### src/rtl/pool_apb_master.sv
// Pool accelerator job sequencer. For each accepted command it programs the
// feature length and input-channel count over APB, sets start, polls done,
// reads the clock counter, clears start, and then reports cycles and error.
module pool_apb_master #(
    parameter logic [31:0] BASE_ADDR = 32'h0000_0000,
    parameter logic [7:0]  CTRL_OFS  = 8'h00,
    parameter logic [7:0]  FLEN_OFS  = 8'h04,
    parameter logic [7:0]  INCH_OFS  = 8'h08,
    parameter logic [7:0]  CNT_OFS   = 8'h0C,
    parameter logic [15:0] POLL_MAX  = 16'hFFFF
) (
    input  logic        CLK,
    input  logic        RESET,
    input  logic        cmd_valid,
    output logic        cmd_ready,
    input  logic [5:0]  cmd_flen,
    input  logic [8:0]  cmd_inch,
    output logic        rsp_valid,
    input  logic        rsp_ready,
    output logic [31:0] rsp_cycles,
    output logic        rsp_err,
    output logic [31:0] PADDR,
    output logic        PSEL,
    output logic        PENABLE,
    output logic        PWRITE,
    output logic [31:0] PWDATA,
    input  logic [31:0] PRDATA,
    input  logic        PREADY,
    input  logic        PSLVERR
);
    typedef enum logic [1:0] {IDLE, SETUP, ACCESS, RESP} state_t;

    localparam logic [2:0] S_FLEN  = 3'd0;
    localparam logic [2:0] S_INCH  = 3'd1;
    localparam logic [2:0] S_START = 3'd2;
    localparam logic [2:0] S_POLL  = 3'd3;
    localparam logic [2:0] S_CNT   = 3'd4;
    localparam logic [2:0] S_STOP  = 3'd5;

    state_t      state;
    logic [2:0]  step;
    logic [15:0] poll_cnt;
    logic [5:0]  flen_q;
    logic [8:0]  inch_q;

    logic [2:0]  nxt_step;
    logic        to_resp;
    logic        timeout;
    logic        poll_inc;

    function automatic logic [31:0] step_addr(input logic [2:0] s);
        case (s)
            S_FLEN:  return BASE_ADDR + {24'd0, FLEN_OFS};
            S_INCH:  return BASE_ADDR + {24'd0, INCH_OFS};
            S_CNT:   return BASE_ADDR + {24'd0, CNT_OFS};
            default: return BASE_ADDR + {24'd0, CTRL_OFS};
        endcase
    endfunction

    function automatic logic step_wr(input logic [2:0] s);
        return (s != S_POLL) && (s != S_CNT);
    endfunction

    function automatic logic [31:0] step_wdata(input logic [2:0] s,
                                               input logic [5:0] fl,
                                               input logic [8:0] ic);
        case (s)
            S_FLEN:  return {26'd0, fl};
            S_INCH:  return {23'd0, ic};
            S_START: return 32'd1;
            default: return 32'd0;
        endcase
    endfunction

    // Where the sequence goes when the current transfer completes.
    always_comb begin
        nxt_step = S_STOP;
        to_resp  = 1'b0;
        timeout  = 1'b0;
        poll_inc = 1'b0;
        if (step == S_STOP) begin
            to_resp = 1'b1;
        end else if (PSLVERR) begin
            nxt_step = S_STOP;
        end else if (step == S_POLL) begin
            if (PRDATA[0]) begin
                nxt_step = S_CNT;
            end else if ({1'b0, poll_cnt} + 17'd1 >= {1'b0, POLL_MAX}) begin
                // done never came: still clear start before reporting
                timeout = 1'b1;
            end else begin
                nxt_step = S_POLL;
                poll_inc = 1'b1;
            end
        end else begin
            nxt_step = step + 3'd1;
        end
    end

    // Job FSM with registered APB and handshake outputs.
    always_ff @(posedge CLK) begin
        if (RESET) begin
            state      <= IDLE;
            step       <= S_FLEN;
            poll_cnt   <= '0;
            flen_q     <= '0;
            inch_q     <= '0;
            rsp_err    <= 1'b0;
            rsp_cycles <= '0;
            rsp_valid  <= 1'b0;
            cmd_ready  <= 1'b1;
            PSEL       <= 1'b0;
            PENABLE    <= 1'b0;
            PWRITE     <= 1'b0;
            PADDR      <= '0;
            PWDATA     <= '0;
        end else begin
            case (state)
                IDLE: begin
                    if (cmd_valid && cmd_ready) begin
                        flen_q     <= cmd_flen;
                        inch_q     <= cmd_inch;
                        step       <= S_FLEN;
                        poll_cnt   <= '0;
                        rsp_err    <= 1'b0;
                        rsp_cycles <= '0;
                        cmd_ready  <= 1'b0;
                        state      <= SETUP;
                        PSEL       <= 1'b1;
                        PENABLE    <= 1'b0;
                        PADDR      <= step_addr(S_FLEN);
                        PWRITE     <= step_wr(S_FLEN);
                        PWDATA     <= step_wdata(S_FLEN, cmd_flen, cmd_inch);
                    end
                end
                SETUP: begin
                    PENABLE <= 1'b1;
                    state   <= ACCESS;
                end
                ACCESS: begin
                    if (PREADY) begin
                        if (PSLVERR || timeout)
                            rsp_err <= 1'b1;
                        if (step == S_CNT && !PSLVERR)
                            rsp_cycles <= PRDATA;
                        if (poll_inc)
                            poll_cnt <= poll_cnt + 16'd1;
                        if (to_resp) begin
                            state     <= RESP;
                            rsp_valid <= 1'b1;
                            PSEL      <= 1'b0;
                            PENABLE   <= 1'b0;
                            PWRITE    <= 1'b0;
                            PADDR     <= '0;
                            PWDATA    <= '0;
                        end else begin
                            state   <= SETUP;
                            step    <= nxt_step;
                            PENABLE <= 1'b0;
                            PADDR   <= step_addr(nxt_step);
                            PWRITE  <= step_wr(nxt_step);
                            PWDATA  <= step_wdata(nxt_step, flen_q, inch_q);
                        end
                    end
                end
                RESP: begin
                    if (rsp_ready) begin
                        rsp_valid <= 1'b0;
                        cmd_ready <= 1'b1;
                        state     <= IDLE;
                    end
                end
                default: state <= IDLE;
            endcase
        end
    end
endmodule

### config.mk
export PLATFORM = sky130hd
export DESIGN_NAME = pool_apb_master
export DESIGN_NICKNAME = d
export VERILOG_FILES = /design/src/rtl/pool_apb_master.sv
export SDC_FILE = /design/constraint.sdc
export NUM_CORES = 1
export LEC_CHECK = 0
export CAP_MARGIN = 30
export CORE_ASPECT_RATIO = 0.5
export CORE_MARGIN = 4
export CORE_UTILIZATION = 30
export CTS_CLUSTER_SIZE = 28
export DETAILED_ROUTE_END_ITERATION = 6
export GPL_ROUTABILITY_DRIVEN = 0
export MAX_ROUTING_LAYER = met4
export RECOVER_POWER = 25
export SYNTH_ARGS = -nofsm -noshare
export SYNTH_HDL_FRONTEND = slang
export SYNTH_SLANG_ARGS = --single-unit
### constraint.sdc
create_clock -name CLK -period 5.8 [get_ports CLK]
set_input_delay 1.74 -clock CLK [delete_from_list [all_inputs] [get_ports CLK]]
set_output_delay 1.74 -clock CLK [all_outputs]
set_load 0.02 [all_outputs]
Yosys cells after proc, flatten, opt, wreduce, memory -nomap -nowiden. Index checks and enable logic that the tools add are counted.

Flip-flop bits (word level): 138. Bits in latches: 0. RAM bits: 0. Memory bits (read-only): 0. Output and inout port bits: 102. Logic and storage cells: 121. Memories kept: 0.

$add $sub $neg: 3. Multipliers: 0. Divide/modulo/power cells: 0. Magnitude comparators: 1. Equality and inequality tests: 19. Shifts and indexed selects: 0. Muxes and demuxes: 62. Bitwise operators: 0. Reduce and logical (&&, ||, !) cells: 22.

Operator list (count): two-way mux 32 bit (7); one-hot mux 32 bit (2 select lines) (3); two-way mux 16 bit (3); one-hot mux 16 bit (2 select lines) (1); one-hot mux 9 bit (3 select lines) (1); two-way mux 1 bit (24); two-way mux 3 bit (8); AND reduction 4 bit (6); adder 16 x 1 -> 17 bit (second input constant) (1); greater-or-equal comparator 17 x 16 -> 1 bit (second input constant) (1); adder 16 x 1 -> 16 bit (second input constant) (1); != test 2 bit (second input constant) (8); one-hot mux 4 bit (3 select lines) (1); AND reduction 3 bit (4); one-hot mux 1 bit (2 select lines) (5); equality test 3 bit (second input constant) (3); two-way mux 9 bit (1); two-way mux 2 bit (4); one-hot mux 2 bit (4 select lines) (1); equality test 3 x 2 -> 1 bit (second input constant) (2); one-hot mux 3 bit (2 select lines) (1); nonzero test 2 bit (3); equality test 2 bit (second input constant) (2); two-way mux 4 bit (1); other kinds (13) (15).

Logic depth before layout (Yosys ltp). Gate-level depths: netlist (run 1).

Depth after elaboration: 12. Mapped depth: 10. Depth with buffers taken out: 9.

Least setup slack after synthesis (run 1). OpenSTA, ideal clock, no wires.

Kind: input port to flip-flop. Start: input PRDATA[0]. End: register poll_cnt[9]. Arrival: 3.071 ns. Path slack: 2.614 ns. Stages on the path: 7. Path buffers: 0. Cell sequence: or3b_1 -> a21oi_1 -> o311ai_1 -> nor3_1 -> a311o_1 -> o21ai_0 -> a31o_1.

Cells in the longest elaborated chain, start to end: 6.

RTL lines: start: declaration (RTL line 27) `input logic [31:0] PRDATA,`; two-way mux 1 bit (RTL line 86) `if (PRDATA[0]) begin`; two-way mux 1 bit (RTL line 85) `end else if (step == S_POLL) begin`; two-way mux 1 bit (RTL line 83) `end else if (PSLVERR) begin`; two-way mux 1 bit (RTL line 81) `if (step == S_STOP) begin`; != test 2 bit (no line); AND reduction 4 bit (no line); end signal: assignment (RTL line 147) `poll_cnt <= poll_cnt + 16'd1;`; end: declaration (RTL line 42) `logic [15:0] poll_cnt;`.

Every way passes these cells. A chain may end at the register's enable or synchronous reset.

==> run_results.csv, run 1 <==
group,metric,value,unit
place,postPlaceCellArea,0.00532,mm²
sta,hold_viol,0,
floorplanning,fp.dieArea,0.0167,mm²
sta,max_freq,240,MHz
floorplanning,start_util,31.4,%
synth,synthCells,562,
clocking,h-tree-depth,3,
global_routing,grt_usage,15.1,%
place,dp_cells,823,
synth,synth_cell_type_count,63,
drt,drt-pass1-iter-count,4,
clocking,cts_setup_buffers,0,
clocking,clock_latency,340,ps
floorplanning,io-pin-count,155,
cells_and_area,drive_above_1_share,5.41,%
cells_and_area,areaGrowthSynthToFinish,28.6,%
global_routing,grt_pass1_vias,3834,
drt,post-route-drc-count,0,
synth,synth-xor-area-share,0.800,%
floorplanning,die_h,93.4,µm
sta,final_max_slew_viol_count,50,
critical_path,criticalPathCategory,"input pin to register",
drt,ant_nets,0,
sta,setup_viol,0,
drt,vias_per_cell,4.92,
global_routing,antenna_found_initial,0,
floorplanning,die_x,179,µm
critical_path,cpPeakStageDelay,1590,ps
critical_path,worstPathRequired,5940,ps
drt,wirelength,12300,µm
critical_path,slowest_stage,"clkbuf_1",
synth,synth_fa_ha_area_share,1.43,%
global_routing,grt_max_degree,50,
drt,avgRoutedWirePerCell,14.7,µm
sta,worst_slew_pin_slew,2290,ps
drt,route.met2.wl,5880,µm
synth,synth_most_common_cell,"dfxtp_1",
global_routing,grt_pass1_wl,19800,µm
critical_path,path_cells,"clkbuf_1 -> inv_1 -> nand3_1 -> o41ai_1",
clocking,cts_buffer_depth,2,
cells_and_area,final_cells,839,
critical_path,r2r_start,"state[1]$_SDFFE_PP0P_",
synth,ys_ff_latch,85,
status,outcome,"complete, but fails checks",
clocking,clkTransAtPathRegs,60,ps
floorplanning,core_area,0.0139,mm²
cells_and_area,stdcell_area,0.00563,mm²
cells_and_area,fill_cells,1436,
cells_and_area,layout.nets,700,
place,port_buffers,101,
pwr,p_total,1.41,mW
sta,rsz0062_at_grt,"false",
synth,synth_warnings,0,
synth,synth-seq-area-share,38.9,%
status,violations,"max-capacitance violations, max-slew violations",
critical_path,crit_arrival,4310,ps
sta,min_period_over_period,71.8,%
synth,synth_top_cell_by_area,"dfxtp_1",
clocking,cts_tree,"yes",
drt,via_count,4131,
synth,synth_simple_gate_area_share,24.4,%
run,max_cap_violations,1,
drt,wl_met1,5500,µm
synth,syn-cell-area,0.00438,mm²
global_routing,grt-ovfl-total,0,
pwr,vdd_drop_max,141,µV
place,place_hpwl,8460,µm
sta,clock_skew,4.06,ps
synth,synth_top_area_share,38.9,%
synth,synth-main-ff-cell,"dfxtp_1",
synth,synth_top_family_by_area,"simple AND/OR/NAND/NOR gates",
min_path,hp-start,"flen_q[4]$_SDFFE_PP0P_",
critical_path,cp-start-kind,"input pin",
synth,async_flop_share,0,%
drt,drtIter0Drc,241,
critical_path,path_max_fanout,49,
sta,min_period,4170,ps
pwr,p_leak,2.01,nW
sta,finalSetupTns,0,ps
critical_path,end_kind,"register",
clocking,cts_resized,0,
clocking,cts_root_buf,"clkbuf_16",
synth,syn_avg_cell_area,7.79,µm²
synth,synth_area_leaders,"dfxtp_1 39%, buf_4 9.8%, a21oi_1 9.0%",
floorplanning,rows,30,
synth,synth_compound_area_share,20.7,%
drt,routed.top_layer,"met4",
cells_and_area,diodes,0,
synth,synth_commonest_cells,"85 x dfxtp_1, 83 x nand2_1, 79 x a21oi_1, 57 x buf_4, 42 x nor2_1",
synth,synth-edff-count,0,
cells_and_area,utilization,40.4,%
clocking,ctsHoldBuffers,0,
synth,muxShareOfSynthArea,0.229,%
drt,dr_wl_met3,790,µm
critical_path,startpoint,"RESET",
clocking,numCtsBuffers,9,
min_path,hold_path.class,"register to register",
clocking,clock_sinks,85,
sta,maxSlewHeadroom,-52.5,%
pwr,power_density,251,mW/mm²
[layout make-up]
cell class	count	area (µm²)	area share, %
Tap cell	192	240	4.27
Clock inverter	3	42.5	0.756
Sequential cell	85	1700	30.2
Timing Repair Buffer	107	1050	18.7
Multi-Input combinational cell	431	2290	40.8
Inverter	8	30.0	0.534
Clock buffer	13	270	4.80
[per-stage QoR]
stage / hold WS, ps / worst slack, ps
after floorplan: 436 / 2610
after global placement: 445 / 1720
after detailed placement: 446 / 1660
after CTS: 455 / 2020
after global routing: 472 / 1300
final: 453 / 1630
[worst paths after layout]
check	to	slack, ps	depth (start not counted)
setup / recovery	poll_cnt[8]$_SDFFE_PP0P_	1630	4
hold / removal	flen_q[4]$_SDFFE_PP0P_	450	2
hold reg to reg	flen_q[4]$_SDFFE_PP0P_	450	2
setup reg to reg	PWRITE$_SDFFE_PP0P_	2890	7
[power breakdown]
group | internal (mW) | leakage, nW | switching [mW]
Sequential | 0.601 | 0.689 | 0.0126
Combinational | 0.0723 | 1.17 | 0.122
Clock | 0.369 | 0.152 | 0.234
[placed cells by master, fill, tap and decap left out, types with 5 or more instances in the layout]
| cell | instances |
|---|---|
| dfxtp_1 | 85 |
| o21ai_0 | 15 |
| clkdlybuf4s50_1 | 88 |
| o21ai_1 | 5 |
| nand3_1 | 39 |
| nor2_1 | 42 |
| a21oi_1 | 79 |
| clkbuf_16 | 9 |
| a221oi_1 | 6 |
| o41ai_1 | 5 |
| nor3_1 | 14 |
| inv_1 | 8 |
| buf_4 | 6 |
| o31a_1 | 6 |
| dlygate4sd3_1 | 12 |
| conb_1 | 53 |
| nand2_1 | 83 |
| ha_1 | 5 |
| nand4_1 | 6 |
[layer usage]
layer | up-vias | track usage, %
met5 | - | -
met4 | 0 | 4.59
met3 | 10 | 3.63
met2 | 139 | 24.6
met1 | 1932 | 18.7
li1 | 2050 | -
[critical path: cells and delay by family]
kind	cells	cell delay, ps
AO/OA/AOI/OAI	1	90
AND/OR/NAND/NOR	1	250
buffers and inverters	2	2180
[flip-flops by register name, summed over array words and instances, names as in the netlist, 2 cells and up]
signal	count
rsp_cycles	32
poll_cnt	16
PWDATA	9
inch_q	9
flen_q	6
step	3
PADDR	2
state	2
[kinds of logic after synthesis]
group / Yosys count
flops: 85
fa+ha+maj: 5
compound gates: 148
buf+inv: 98
other cells: 1
mux: 1
xor+xnor: 4
simple gates: 220
No activity file was read; power rests on OpenSTA's default activity.
==> inputs of run 2 (changes only) <==
==> constraint.sdc (replaced) <==
create_clock -name CLK -period 3.6 [get_ports CLK]
set_input_delay 1.08 -clock CLK [delete_from_list [all_inputs] [get_ports CLK]]
set_output_delay 1.08 -clock CLK [all_outputs]
set_load 0.02 [all_outputs]
==> run_results.csv, run 2 (synthesis gave the netlist of run 1 again) <==
group,metric,value,unit
clocking,cts_tree,"yes",
cells_and_area,final_cells,847,
cells_and_area,layout_common_cells,"87 x clkdlybuf4s50_1, 85 x dfxtp_1, 83 x nand2_1",
clocking,h-tree-depth,3,
clocking,numCtsBuffers,9,
floorplanning,fp.dieArea,0.0167,mm²
pwr,power_density,395,mW/mm²
drt,avgRoutedWirePerCell,14.5,µm
pwr,vdd_drop_max,247,µV
pwr,p_sw,0.616,mW
cells_and_area,reg_top3,"rsp_cycles: 32 flops, poll_cnt: 16 flops",
pwr,seq_power_share,44.0,%
critical_path,path_cells,"clkdlybuf4s50_1 -> and2_0 -> buf_4 -> nor2_1 -> clkbuf_1 -> a211oi_1 -> a221oi_1",
clocking,ctsHoldBuffers,0,
floorplanning,io-pin-count,155,
pwr,clkPwrFrac,41.8,%
critical_path,criticalPathCategory,"input pin to register",
sta,worst_slew_pin_slew,1680,ps
cells_and_area,drive_above_1_share,6.56,%
drt,drtIter0Drc,299,
sta,final_max_slew_viol_count,34,
critical_path,cp-start-kind,"input pin",
cells_and_area,areaGrowthSynthToFinish,29.9,%
sta,clock_skew,6.95,ps
sta,hold_slack,445,ps
pwr,p_total,2.24,mW
sta,rsz0062_at_grt,"false",
clocking,clock_sinks,85,
drt,ant_nets,0,
global_routing,antenna_found_initial,0,
global_routing,grt_usage,15.0,%
global_routing,grt_max_degree,55,
min_path,hold_path.class,"register to register",
critical_path,path_delay_family,"buffers and inverters",
drt,post-route-drc-count,0,
floorplanning,die_h,93.4,µm
run,max_cap_violations,1,
critical_path,crit_arrival,3350,ps
floorplanning,die_x,179,µm
clocking,cts_resized,0,
global_routing,grt_pass1_wl,19800,µm
drt,wirelength,12200,µm
sta,maxSlewHeadroom,-12.2,%
cells_and_area,final_common_cell,"clkdlybuf4s50_1",
clocking,clock_latency,340,ps
floorplanning,core_area,0.0139,mm²
critical_path,slowest_stage,"clkbuf_1",
floorplanning,start_util,31.4,%
clocking,cts_root_buf,"clkbuf_16",
critical_path,cpPeakStageDelay,840,ps
drt,drt-pass1-iter-count,6,
cells_and_area,largest_reg_flops,32,
sta,min_period_over_period,86.8,%
drt,via_count,4146,
clocking,clkTransAtPathRegs,60,ps
pwr,cell_internal_pwr,1.63,mW
sta,finalSetupTns,0,ps
floorplanning,rows,30,
place,place_hpwl,8500,µm
place,dp_cells,831,
sta,max_freq,320,MHz
pwr,p_leak,2.04,nW
drt,vias_per_cell,4.89,
global_routing,grt_pass1_vias,3872,
cells_and_area,layout.nets,708,
place,port_buffers,101,
pwr,swShare,27.5,%
sta,setup_viol,0,
global_routing,grt-ovfl-total,0,
status,violations,"max-capacitance violations, max-slew violations",
critical_path,end_kind,"register",
cells_and_area,fill_cells,1434,
clocking,cts_buffer_depth,2,
clocking,cts_setup_buffers,0,
cells_and_area,diodes,0,
status,outcome,"complete, but fails checks",
critical_path,path_max_fanout,23,
cells_and_area,top_register,"rsp_cycles",
pwr,comb_power_share,14.2,%
sta,min_period,3120,ps
critical_path,path_buf_inv,3,
critical_path,worstPathRequired,3830,ps
sta,hold_viol,0,
[run 2: cell types whose count changed in the layout (fill, tap and decap cells not counted)]
cell,change
buf_12,+1
buf_4,+6
clkbuf_8,-3
clkdlybuf4s50_1,-1
clkinv_4,+1
clkinvlp_4,+2
dlygate4sd3_1,+1
inv_6,+1
[run 2: stage by stage]
stage	cell area, µm²	util [%]	setup slack (ps)
after floorplan	4570	-	1070
after global placement	5390	38.7	346
after detailed placement	5390	38.7	294
after CTS	5690	40.9	633
after global routing	5680	40.8	282
final	5680	40.8	475
[run 2: routing by layer]
layer  track usage (%)  up-vias  share of wire, %
li1                  -     2055                 -
met3              3.63       20               6.6
met2              23.9      147                46
met5                 -        -                 0
met4              4.79        0               1.9
met1              18.9     1924                45
[run 2: cell type report]
cell class	count	area (µm²)	area share, %
clock inverters	7	75.1	1.32
inverters	8	30.0	0.528
multi-input cells	431	2290	40.3
repair buffers	115	1120	19.7
flip-flops and latches	85	1700	29.9
well taps	192	240	4.23
clock buffers	9	225	3.96
[run 2: power by group through the flow]
| stage | clock network (mW) | registers, mW | logic [mW] |
|---|---|---|---|
| 3_3_place_gp | 0 | 1.01 | 0.319 |
| 3_5_place_dp | 0 | 1.01 | 0.320 |
| 2_1_floorplan | 0 | 1.02 | 0.218 |
| 5_1_grt | 0.994 | 0.991 | 0.351 |
| 4_1_cts | 0.957 | 0.988 | 0.321 |
| 6_report | 0.939 | 0.987 | 0.318 |
[run 2: path summary, 6_finish.rpt]
check	from	to	slack (ps)	cells after the start
worst max-delay path	PREADY	PWRITE$_SDFFE_PP0P_	480	7
worst min-delay path	PADDR[3]$_SDFFE_PP0P_	PADDR[3]$_SDFFE_PP0P_	440	2
worst max register to register	poll_cnt[0]$_SDFFE_PP0P_	poll_cnt[9]$_SDFFE_PP0P_	820	8
worst min register to register	PADDR[3]$_SDFFE_PP0P_	PADDR[3]$_SDFFE_PP0P_	440	2
[run 2: worst min-delay path: stages (launching register included)]
cell and delay (ps):
dfxtp_1 300, nand2_1 50, a21oi_1 50
==> inputs of run 3 (changes only) <==
--- a/config.mk
+++ b/config.mk
@@ -7,7 +7,7 @@
 export LEC_CHECK = 0
 export CAP_MARGIN = 30
 export CORE_ASPECT_RATIO = 0.5
-export CORE_MARGIN = 4
+export CORE_MARGIN = 8
 export CORE_UTILIZATION = 30
 export CTS_CLUSTER_SIZE = 28
 export DETAILED_ROUTE_END_ITERATION = 6
==> run_results.csv, run 3 (synthesis gave the netlist of run 1 again) <==
group,metric,value,unit
status,outcome,"finished, final reports clean",
sta,finalSetupTns,0,ps
floorplanning,rows,31,
floorplanning,start_util,30.5,%
sta,final_max_slew_viol_count,0,
critical_path,path_max_fanout,6,
floorplanning,io-pin-count,155,
pwr,vdd_drop_max,267,µV
place,port_buffers,101,
floorplanning,fp.dieArea,0.0189,mm²
critical_path,r2r_slack,820,ps
clocking,clock_sinks,85,
global_routing,grt_pass1_wl,20700,µm
global_routing,grt_pass1_vias,3952,
place,place_hpwl,9280,µm
clocking,cts_buffer_depth,2,
clocking,h-tree-depth,3,
clocking,numCtsBuffers,9,
cells_and_area,reg_top3,"rsp_cycles: 32 flops, poll_cnt: 16 flops",
clocking,cts_setup_buffers,0,
critical_path,end_kind,"register",
cells_and_area,largest_reg_flops,32,
cells_and_area,top_register,"rsp_cycles",
sta,rsz0062_at_grt,"false",
min_path,hold_path.class,"register to register",
floorplanning,die_x,187,µm
cells_and_area,drive_above_1_share,6.53,%
critical_path,criticalPathCategory,"input pin to register",
cells_and_area,diodes,0,
critical_path,worstPathRequired,3830,ps
sta,max_freq,338,MHz
pwr,p_leak,2.05,nW
sta,worst_slew_pin_slew,1040,ps
cells_and_area,final_common_cell,"clkdlybuf4s50_1",
sta,maxSlewHeadroom,30.4,%
global_routing,antenna_found_initial,0,
cells_and_area,layout.nets,711,
global_routing,grt-ovfl-total,0,
min_path,min_to,"flen_q[0]$_SDFFE_PP0P_",
sta,clock_skew,6.87,ps
critical_path,r2r_start,"poll_cnt[0]$_SDFFE_PP0P_",
drt,drtIter0Drc,279,
drt,post-route-drc-count,0,
sta,hold_viol,0,
pwr,p_total,2.22,mW
global_routing,grt_max_degree,49,
sta,setup_viol,0,
floorplanning,core_area,0.0144,mm²
clocking,clock_latency,330,ps
drt,vias_per_cell,4.87,
run,max_cap_violations,0,
min_path,holdPathStages,2,
cells_and_area,layout_common_cells,"87 x clkdlybuf4s50_1, 85 x dfxtp_1, 83 x nand2_1",
global_routing,grt_usage,13.7,%
clocking,clkTransAtPathRegs,60,ps
pwr,power_density,391,mW/mm²
sta,min_period,2960,ps
drt,avgRoutedWirePerCell,15.2,µm
drt,drt-pass1-iter-count,5,
floorplanning,die_h,101,µm
clocking,cts_tree,"yes",
critical_path,reg2reg_depth,9,
sta,min_period_over_period,82.2,%
cells_and_area,areaGrowthSynthToFinish,29.8,%
critical_path,cp-start-kind,"input pin",
drt,ant_nets,0,
min_path,hp-start,"flen_q[0]$_SDFFE_PP0P_",
drt,via_count,4172,
clocking,cts_resized,0,
critical_path,rr_endpoint,"poll_cnt[9]$_SDFFE_PP0P_",
critical_path,crit_arrival,3190,ps
clocking,ctsHoldBuffers,0,
drt,wirelength,13000,µm
clocking,cts_root_buf,"clkbuf_16",
[run 3: layer usage]
metal  GRT usage, %  vias to the layer above  share of wire (%)
met2           22.5                      141                 48
met4           3.58                        0                1.0
met5              -                        -                  0
met1           15.9                     1953                 44
li1               -                     2063                  -
met3           4.67                       15                7.0
[run 3: layout make-up]
class	count	area, µm²
Fill cell	1505	8670
Sequential cell	85	1700
Clock buffer	12	236
Clock inverter	4	48.8
Inverter	8	30.0
Tap cell	198	248
Multi-Input combinational cell	431	2290
Timing Repair Buffer	118	1130
[run 3: power breakdown]
group / switching [mW] / total, mW / internal (mW)
Clock: 0.374 / 0.911 / 0.538
Combinational: 0.200 / 0.322 / 0.122
Sequential: 0.0209 / 0.989 / 0.968
[run 3: critical path, stage by stage]
cell and delay, ps:
clkdlybuf4s50_1 480, or3b_1 450, a21oi_1 190, o311ai_1 130
nor3_1 140, a311o_1 330, o21ai_0 140, a31o_1 250
[run 3: per-stage QoR]
step	instance area (µm²)	instances	worst slack [ps]	util, %	hold WS (ps)
6_report	5680	856	643	39.6	454
3_5_place_dp	5410	840	311	37.7	449
2_1_floorplan	4570	614	1070	-	436
4_1_cts	5690	856	663	39.7	458
3_3_place_gp	5410	840	397	37.7	443
5_1_grt	5680	856	532	39.6	483
[run 3: worst max path at each step]
stage / start / endpoint / slack, ps / depth (start not counted)
after floorplan: PRDATA[0] / poll_cnt[9]$_SDFFE_PP0P_ / 1070 / 7
after global placement: PRDATA[0] / poll_cnt[9]$_SDFFE_PP0P_ / 400 / 8
after detailed placement: PRDATA[0] / poll_cnt[9]$_SDFFE_PP0P_ / 310 / 8
after CTS: PRDATA[0] / poll_cnt[9]$_SDFFE_PP0P_ / 660 / 8
after global routing: PRDATA[0] / poll_cnt[9]$_SDFFE_PP0P_ / 530 / 8
final: PRDATA[0] / poll_cnt[9]$_SDFFE_PP0P_ / 640 / 8
